--- src/rtl/xadac_pkg.sv ---
// rtl/xadac_pkg.sv - shared vector-register types and sizes for the xadac cluster
package xadac_pkg;

    localparam int NoVec    = 32;
    localparam int NoVs     = 3;
    localparam int NoReq    = 3;
    localparam int VecAddrW = $clog2(NoVec);
    localparam int VecDataW = 64;

    typedef logic [VecAddrW-1:0]          VecAddrT;
    typedef logic [VecDataW-1:0]          VecDataT;
    typedef logic [$clog2(NoVec+1)-1:0]   SizeT;

endpackage

--- src/rtl/xadac_vrf_sched_if.sv ---
// rtl/xadac_vrf_sched_if.sv - reservation, hazard-query, write-back and VRF write-port bundle
interface xadac_vrf_sched_if #(
    parameter int NoReq = xadac_pkg::NoReq
);
    import xadac_pkg::*;

    logic                      rsv_valid;
    VecAddrT                   rsv_addr;
    logic                      rsv_ready;
    VecAddrT [NoVs-1:0]        chk_addr;
    logic    [NoVs-1:0]        chk_busy;
    logic    [NoReq-1:0]       wr_valid;
    VecAddrT [NoReq-1:0]       wr_addr;
    VecDataT [NoReq-1:0]       wr_data;
    logic    [NoReq-1:0]       wr_ready;
    logic                      vrf_we;
    VecAddrT                   vrf_waddr;
    VecDataT                   vrf_wdata;
    logic    [NoVec-1:0]       busy;
    logic                      err;

    modport master (
        output rsv_valid, rsv_addr, chk_addr, wr_valid, wr_addr, wr_data,
        input  rsv_ready, chk_busy, wr_ready, vrf_we, vrf_waddr, vrf_wdata, busy, err
    );

    modport slave (
        input  rsv_valid, rsv_addr, chk_addr, wr_valid, wr_addr, wr_data,
        output rsv_ready, chk_busy, wr_ready, vrf_we, vrf_waddr, vrf_wdata, busy, err
    );

endinterface

--- src/rtl/xadac_rr_arb.sv ---
// rtl/xadac_rr_arb.sv - round-robin arbiter, search starts after the last granted requester
module xadac_rr_arb #(
    parameter int N = 3
) (
    input  logic         clk,
    input  logic         rst,
    input  logic [N-1:0] req,
    output logic [N-1:0] grant
);
    localparam int PtrW = (N > 1) ? $clog2(N) : 1;

    logic [PtrW-1:0] last_q;
    logic [PtrW-1:0] gidx;
    logic [PtrW-1:0] sidx;
    logic [N-1:0]    req_m;
    int              idx;

    // No grants while reset is held, so nothing is accepted and then dropped.
    assign req_m = req & {N{!rst}};

    always_comb begin
        grant = '0;
        gidx  = last_q;
        idx   = 0;
        sidx  = '0;
        for (int k = 0; k < N; k++) begin
            idx = int'(last_q) + 1 + k;
            if (idx >= N) idx = idx - N;
            sidx = PtrW'(idx);
            if (grant == '0 && req_m[sidx]) begin
                grant[sidx] = 1'b1;
                gidx        = sidx;
            end
        end
    end

    // Pointer starts at N-1 so requester 0 wins first after reset.
    always_ff @(posedge clk) begin
        if (rst) begin
            last_q <= PtrW'(N - 1);
        end else if (|grant) begin
            last_q <= gidx;
        end
    end

endmodule

--- src/rtl/xadac_vrf_sched.sv ---
// rtl/xadac_vrf_sched.sv - VRF write scoreboard, write-back arbitration and registered VRF write stage
module xadac_vrf_sched #(
    parameter int NoReq = xadac_pkg::NoReq
) (
    input  logic                    clk,
    input  logic                    rst,
    xadac_vrf_sched_if.slave        bus
);
    import xadac_pkg::*;

    logic [NoVec-1:0] busy_q;
    logic [NoVec-1:0] busy_next;
    logic             err_q;
    logic             we_q;
    VecAddrT          waddr_q;
    VecDataT          wdata_q;
    logic [NoReq-1:0] grant;
    VecAddrT          sel_addr;
    VecDataT          sel_data;
    logic             wr_hs;
    logic             rsv_hs;

    xadac_rr_arb #(.N(NoReq)) u_arb (
        .clk   (clk),
        .rst   (rst),
        .req   (bus.wr_valid),
        .grant (grant)
    );

    always_comb begin
        sel_addr = '0;
        sel_data = '0;
        for (int i = 0; i < NoReq; i++) begin
            if (grant[i]) begin
                sel_addr = bus.wr_addr[i];
                sel_data = bus.wr_data[i];
            end
        end
    end

    assign wr_hs         = |grant;
    assign bus.wr_ready  = grant;
    assign bus.rsv_ready = !rst && !busy_q[bus.rsv_addr];
    assign rsv_hs        = bus.rsv_valid && bus.rsv_ready;

    // Hazard lookups see only registered state; same-cycle set/clear is not bypassed.
    always_comb begin
        bus.chk_busy = '0;
        for (int i = 0; i < NoVs; i++) begin
            bus.chk_busy[i] = busy_q[bus.chk_addr[i]];
        end
    end

    // Clear fires as the VRF write lands; a reservation of the same register cannot coincide.
    always_comb begin
        busy_next = busy_q;
        if (we_q)   busy_next[waddr_q]      = 1'b0;
        if (rsv_hs) busy_next[bus.rsv_addr] = 1'b1;
    end

    always_ff @(posedge clk) begin
        if (rst) begin
            busy_q  <= '0;
            err_q   <= 1'b0;
            we_q    <= 1'b0;
            waddr_q <= '0;
            wdata_q <= '0;
        end else begin
            busy_q <= busy_next;
            we_q   <= wr_hs;
            if (wr_hs) begin
                waddr_q <= sel_addr;
                wdata_q <= sel_data;
                if (!busy_q[sel_addr]) err_q <= 1'b1;
            end
        end
    end

    assign bus.busy      = busy_q;
    assign bus.err       = err_q;
    assign bus.vrf_we    = we_q;
    assign bus.vrf_waddr = waddr_q;
    assign bus.vrf_wdata = wdata_q;

endmodule

--- src/flat_wrapper.sv ---
// flat-port wrapper written by rule: the top's interface ports become plain ports
module xadac_vrf_sched_flat import xadac_pkg::*;
#(
    parameter int NoReq = xadac_pkg::NoReq
)
  (clk, rst, bus_rsv_valid, bus_rsv_addr, bus_chk_addr, bus_wr_valid, bus_wr_addr, bus_wr_data, bus_rsv_ready, bus_chk_busy, bus_wr_ready, bus_vrf_we, bus_vrf_waddr, bus_vrf_wdata, bus_busy, bus_err);
  xadac_vrf_sched_if #(.NoReq(NoReq)) bus_i ();
  input  logic clk;
  input  logic rst;
  input wire logic [$bits(bus_i.rsv_valid)-1:0] bus_rsv_valid;
  input wire logic [$bits(bus_i.rsv_addr)-1:0] bus_rsv_addr;
  input wire logic [$bits(bus_i.chk_addr)-1:0] bus_chk_addr;
  input wire logic [$bits(bus_i.wr_valid)-1:0] bus_wr_valid;
  input wire logic [$bits(bus_i.wr_addr)-1:0] bus_wr_addr;
  input wire logic [$bits(bus_i.wr_data)-1:0] bus_wr_data;
  output wire logic [$bits(bus_i.rsv_ready)-1:0] bus_rsv_ready;
  output wire logic [$bits(bus_i.chk_busy)-1:0] bus_chk_busy;
  output wire logic [$bits(bus_i.wr_ready)-1:0] bus_wr_ready;
  output wire logic [$bits(bus_i.vrf_we)-1:0] bus_vrf_we;
  output wire logic [$bits(bus_i.vrf_waddr)-1:0] bus_vrf_waddr;
  output wire logic [$bits(bus_i.vrf_wdata)-1:0] bus_vrf_wdata;
  output wire logic [$bits(bus_i.busy)-1:0] bus_busy;
  output wire logic [$bits(bus_i.err)-1:0] bus_err;
  assign bus_i.rsv_valid = bus_rsv_valid;
  assign bus_i.rsv_addr = bus_rsv_addr;
  assign bus_i.chk_addr = bus_chk_addr;
  assign bus_i.wr_valid = bus_wr_valid;
  assign bus_i.wr_addr = bus_wr_addr;
  assign bus_i.wr_data = bus_wr_data;
  assign bus_rsv_ready = bus_i.rsv_ready;
  assign bus_chk_busy = bus_i.chk_busy;
  assign bus_wr_ready = bus_i.wr_ready;
  assign bus_vrf_we = bus_i.vrf_we;
  assign bus_vrf_waddr = bus_i.vrf_waddr;
  assign bus_vrf_wdata = bus_i.vrf_wdata;
  assign bus_busy = bus_i.busy;
  assign bus_err = bus_i.err;
  xadac_vrf_sched #(.NoReq(NoReq)) u_core (.clk(clk), .rst(rst), .bus(bus_i));
endmodule
--- config.mk ---
export PLATFORM = sky130hd
export DESIGN_NAME = xadac_vrf_sched_flat
export DESIGN_NICKNAME = d
export VERILOG_FILES = /design/src/rtl/xadac_pkg.sv /design/src/rtl/xadac_vrf_sched_if.sv /design/src/rtl/xadac_rr_arb.sv /design/src/rtl/xadac_vrf_sched.sv /design/src/flat_wrapper.sv
export SDC_FILE = /design/constraint.sdc
export NUM_CORES = 1
export LEC_CHECK = 0
export ABC_AREA = 1
export CORE_AREA = 4 4 175 135
export DETAILED_ROUTE_END_ITERATION = 6
export DIE_AREA = 0 0 179 139
export GPL_TIMING_DRIVEN = 0
export PLACE_DENSITY = 0.66
export SYNTH_ARGS = -nofsm -noshare
export SYNTH_HDL_FRONTEND = slang
export SYNTH_SLANG_ARGS = --single-unit
--- constraint.sdc ---
create_clock -name clk -period 5.31 [get_ports clk]
set_input_delay 1.3275 -clock clk [delete_from_list [all_inputs] [get_ports clk]]
set_output_delay 1.3275 -clock clk [all_outputs]
set_load 0.1 [all_outputs]
; ---- Yosys cells after proc, flatten, opt, wreduce, memory -nomap -nowiden
; Index checks and enable logic that the tools add are counted.
[totals]
reg_bits = 105
in_bits = 233
out_inout_bits = 110
wordCells = 96
[op_classes]
add_sub_neg = 6
order_cmp = 17
muxes = 43
bitwise = 7
reduce_logical = 17
[op_table]
columns = op, count
row1 = 64-bit 2-to-1 mux, 3
row2 = 32-bit 2-to-1 mux, 2
row3 = "5-bit by 6-bit < comparator with 1-bit output, second input constant", 6
row4 = 32-bit bitwise AND, 1
row5 = 32-bit inverter, 1
row6 = 32-bit bitwise OR, 1
row7 = 1-bit binary-select mux with 5-bit select, 5
row8 = 5-bit 2-to-1 mux, 3
row9 = 1-bit 2-to-1 mux, 13
row10 = 2-bit 2-to-1 mux, 6
row11 = 1-bit demux with 5-bit select, 2
row12 = "5-bit by 1-bit >= comparator with 1-bit output, second input constant", 2
row13 = 1-bit logical AND, 9
row14 = "2-bit by 3-bit < comparator with 1-bit output, second input constant", 3
row15 = 3-bit 2-to-1 mux, 3
row16 = "4-bit by 2-bit >= comparator with 1-bit output, second input constant", 2
row17 = 1-bit binary-select mux with 2-bit select, 3
row18 = 1-bit demux with 2-bit select, 3
row19 = "2-bit by 1-bit >= comparator with 1-bit output, second input constant", 3
row20 = 3-bit logical NOT, 2
row21 = 3-bit bitwise OR, 2
row22 = "2-bit subtractor, second input constant", 3
row23 = "3-bit by 1-bit adder with 4-bit output, second input constant", 1
row24 = "3-bit by 2-bit adder with 4-bit output, second input constant", 1
row25 = 8 further kinds, 10

; ---- Logic depth before layout (Yosys ltp)
[logic_depth]
word_depth = 21
depth_mapped = 27
ltp_nobuf = 26

; ---- Cells and area by module
; A second synthesis with hierarchy kept.
[unflattened]
hier_cells = 1065
area_unflattened_um2 = 6811.5
[modules_own_cells]
columns = mod, n_inst, cells_per_inst, area_per_inst_um2, seq_area_each_um2
row1 = xadac_vrf_sched, 1, 982, 6366.1, 2062.0
row2 = xadac_rr_arb, 1, 83, 445.4, 40.0

; ---- Worst setup path after synthesis
; No wires, ideal clock.
[synth_timing]
kind = input to output
from = input bus_chk_addr[5]
to = output bus_chk_busy[1]
t_arrival_ns = 3.769
required_time_ns = 3.983
path_slack_ns = 0.214
path_stages = 6
path_buffers = 1
cell_sequence = inv_1 -> clkbuf_1 -> o21ai_0 -> o211ai_1 -> nand3_1 -> a31oi_1
[synth_between]
elab_chain_len = 2
[synth_rtl]
columns = element, line
row1 = "start, declared", flat_wrapper.sv:12  ; input wire logic [$bits(bus_i.chk_addr)-1:0] bus_chk_addr;
row2 = 1-bit binary-select mux with 5-bit select, xadac_vrf_sched.sv:50  ; bus.chk_busy[i] = busy_q[bus.chk_addr[i]];
row3 = 1-bit 2-to-1 mux (not written as such), xadac_vrf_sched.sv:50
row4 = "end, declared", flat_wrapper.sv:17  ; output wire logic [$bits(bus_i.chk_busy)-1:0] bus_chk_busy;
; No other way between the ends. The select of a mux whose other input is x is not followed.

; ---- Worst setup path after layout
[layout_timing]
from = input bus_rsv_addr[0]
to = output bus_rsv_ready
[layout_between]
elab_chain_len = 4
[layout_rtl]
columns = element, line
row1 = "start, declared", flat_wrapper.sv:11  ; input wire logic [$bits(bus_i.rsv_addr)-1:0] bus_rsv_addr;
row2 = 1-bit binary-select mux with 5-bit select, xadac_vrf_sched.sv:43  ; assign bus.rsv_ready = !rst && !busy_q[bus.rsv_addr];
row3 = 1-bit 2-to-1 mux (not written as such), xadac_vrf_sched.sv:43
row4 = 1-bit logical NOT, xadac_vrf_sched.sv:43
row5 = 1-bit logical AND, xadac_vrf_sched.sv:43
row6 = "end, declared", flat_wrapper.sv:16  ; output wire logic [$bits(bus_i.rsv_ready)-1:0] bus_rsv_ready;
; No other way between the ends. The select of a mux whose other input is x is not followed.

==> results.sh <==
export IMPL_status="finished, final reports clean"
export IMPL_final_period_utilization=0.9558
export IMPL_crit_chain="clkdlybuf4s50_1, clkbuf_2, nand2_2, clkinvlp_4, a22oi_1, o221ai_1, a221oi_1, nand4_1, inv_1, buf_4"
export IMPL_rows=47
export IMPL_vias=8767
export IMPL_layout_drive_gt1_share=0.05323
export IMPL_maxCapViolations=0
export IMPL_grt_max_degree=17
export IMPL_syn_num_nets=1197
export IMPL_cp_slowest_cell="clkdlybuf4s50_1"
export IMPL_cts_resized=21
export IMPL_port_buffers=341
export IMPL_hold_path_class="flip-flop to flip-flop"
export IMPL_stdcell_count=1614
export IMPL_htree_levels=3
export IMPL_ys_ff_latch=105
export IMPL_ys_types=42
export IMPL_ant_nets=0
export IMPL_power_internal_w=0.003305
export IMPL_power_frac_seq=0.154
export IMPL_cts_tree="built"
export IMPL_final_nets=1548
export IMPL_drtIter0Drc=730
export IMPL_clk_latency_ns=0.36
export IMPL_switching_power_w=0.005235
export IMPL_cp_end_kind="primary output"
export IMPL_root_buffer="clkbuf_16"
export IMPL_cts_sinks=105
export IMPL_skew_ns=0.01227
export IMPL_powerDensity_nw_per_um2=808.0
export IMPL_clk_path_buf_depth=2
export IMPL_fmax_ghz=0.1970
export IMPL_drc=0
export IMPL_hold_violations=0
export IMPL_place_gp_congestion=0.9521
export IMPL_overflow=0
export IMPL_post_cts_buffers=0
export IMPL_pin_count=343
export IMPL_layout_common_cells="clkdlybuf4s50_1, o21ai_0, nand3_1, dfxtp_1, a21oi_1"
export IMPL_wirelength_mm=34.14
export IMPL_hp_start="u_core.bus.vrf_wdata[23]"
export IMPL_chipHeight_um=139
export IMPL_nFillCells=2222
export IMPL_comb_power_share=0.763
export IMPL_wl_met2_mm=15.54
export IMPL_wl_met1_mm=14.15
export IMPL_ff2ff_setup_slack_ns=1.74
export IMPL_avgSynthCellArea_um2=6.772
export IMPL_grtUsageTotal=0.2628
export IMPL_path_class="input port to primary output"
export IMPL_viasPerCell=5.432
export IMPL_grt_pass1_vias=8380
export IMPL_required_ns=3.98
export IMPL_top_layer="met5"
export IMPL_synthCells=960
export IMPL_p_leak_nw=3.843
export IMPL_cts_hold_buf=0
export IMPL_drv_slew=0
export IMPL_ir_worst_vdd_mv=0.6543
export IMPL_antenna_found_initial=8
export IMPL_syn_area_um2=6501
export IMPL_placed_cells=1595
export IMPL_core_area_um2=21820
export IMPL_start_util=0.2980
export IMPL_yosys_warnings=0
export IMPL_rsz0062_at_grt="no"
export IMPL_clk_pin_slew_worst_paths_ns=0.08
export IMPL_worst_pin_slew_ns=1.114
export IMPL_fin_setup_tns_ns=0
export IMPL_cp_top_family="buffers and inverters"
export IMPL_switching_share=0.6130
export IMPL_die_area_um2=24880
export IMPL_numCtsBuffers=9
export IMPL_dpl_hpwl_mm=26.70
export IMPL_cpPeakStageDelay_ns=0.43
export IMPL_wl_met3_mm=3.606
export IMPL_area_growth_pct=62.59
export IMPL_path_max_fanout=10
export IMPL_fp_dieW_um=179
export IMPL_hold_slack_ns=0.4823
export IMPL_relSlewSlack=0.2552
export IMPL_final_setup_viol_count=0
export IMPL_p_clk_frac=0.083
export IMPL_startpoint_type="input port"
export IMPL_final_common_cell="clkdlybuf4s50_1"
export IMPL_drt_first_pass_iters=5
export IMPL_min_period_ns=5.075
export IMPL_startpoint="bus_rsv_addr[0]"
export IMPL_grt_pass1_wl_mm=50.65
export IMPL_cp_arrival_ns=3.75
export IMPL_ys_seq_area_frac=0.3233
export IMPL_wire_per_inst_um=21.15
export IMPL_crit_buf_inv=5
export IMPL_r2r_start="u_core.u_arb.last_q[0]"
[metrics by stage]
| stage | total power (W) | util | worst slack, ns | cell area, um^2 |
|---|---|---|---|---|
| after floorplan | 0.006087 | - | 0.2137 | 6501 |
| after global placement | 0.007829 | 0.4713 | -0.8193 | 10280 |
| after detailed placement | 0.007873 | 0.4713 | -0.7755 | 10280 |
| after CTS | 0.008580 | 0.4841 | 0.05567 | 10560 |
| after global routing | 0.009143 | 0.4845 | 0.01745 | 10570 |
| final | 0.008540 | 0.4845 | 0.2348 | 10570 |
[area by class of cell]
cell class | instances | area (um^2) | share of cell area
Antenna cell | 5 | 12.51 | 0.001184
Clock buffer | 10 | 239.0 | 0.02261
Clock inverter | 5 | 56.30 | 0.005327
Inverter | 79 | 300.3 | 0.02841
Timing Repair Buffer | 341 | 3390 | 0.3207
Tap cell | 294 | 367.9 | 0.03480
Sequential cell | 105 | 2102 | 0.1989
Multi-Input combinational cell | 709 | 3805 | 0.3600
Buffer | 66 | 297.8 | 0.02817
[synthesized netlist by cell type (all sizes together)]
cell	instances	share of area
a31oi	4	0.0038
a311oi	2	0.0027
buf	32	0.026
a32oi	1	0.0013
clkinv	5	0.0029
inv	74	0.043
o21a	3	0.0035
o211ai	2	0.0023
nand4	9	0.0087
nand3b	8	0.0092
nand3	155	0.12
a211oi	1	0.0012
nor2	78	0.047
nand2	78	0.048
or2	2	0.0019
o221ai	2	0.0027
clkbuf	35	0.020
ha	4	0.0077
o21ai	171	0.13
a221oi	65	0.088
dfxtp	105	0.32
o22ai	11	0.011
nor3	9	0.0077
a22oi	2	0.0023
o211a	1	0.0015
a21oi	101	0.080
[path summary, 6_finish.rpt]
kind / end / cells after the start
max: bus_rsv_ready / 10
min reg2reg: u_core.bus.vrf_wdata[23] / 2
min: u_core.bus.vrf_wdata[23] / 2
max reg2reg: u_core.bus.err / 21
[logic make-up after synthesis]
family / Yosys count / synth area share
buffers and inverters: 146 / 0.09180
adders and majority gates: 4 / 0.007699
and+or+nand+nor: 339 / 0.2431
AOI/OAI and AO/OA: 366 / 0.3341
DFF: 105 / 0.3233
[power by group through the flow]
stage	clock network (W)	logic, W	registers (W)
2_1_floorplan	0	0.00283	0.00326
3_3_place_gp	0	0.00651	0.00131
3_5_place_dp	0	0.00655	0.00133
4_1_cts	0.000719	0.00655	0.00131
5_1_grt	0.000747	0.00704	0.00136
6_report	0.000708	0.00651	0.00132
[worst min-delay path: stages, from the launching register on]
cell	delay (ns)
dfxtp_1	0.32
nand2_1	0.06
a21oi_1	0.06
[routing by layer]
metal | vias up | global-route usage
li1 | 4185 | -
met1 | 4127 | 0.3458
met2 | 394 | 0.4112
met3 | 55 | 0.09103
met4 | 6 | 0.06904
met5 | - | 0
[state kept, by name, summed over array words and instances (netlist names)]
| signal | cells |
|---|---|
| u_core.bus.busy | 32 |
| u_core.bus.err | 1 |
| u_core.bus.vrf_waddr | 5 |
| u_core.bus.vrf_wdata | 64 |
| u_core.bus.vrf_we | 1 |
| u_core.u_arb.last_q | 2 |
Note: power is estimated with default switching activity, not from simulation.
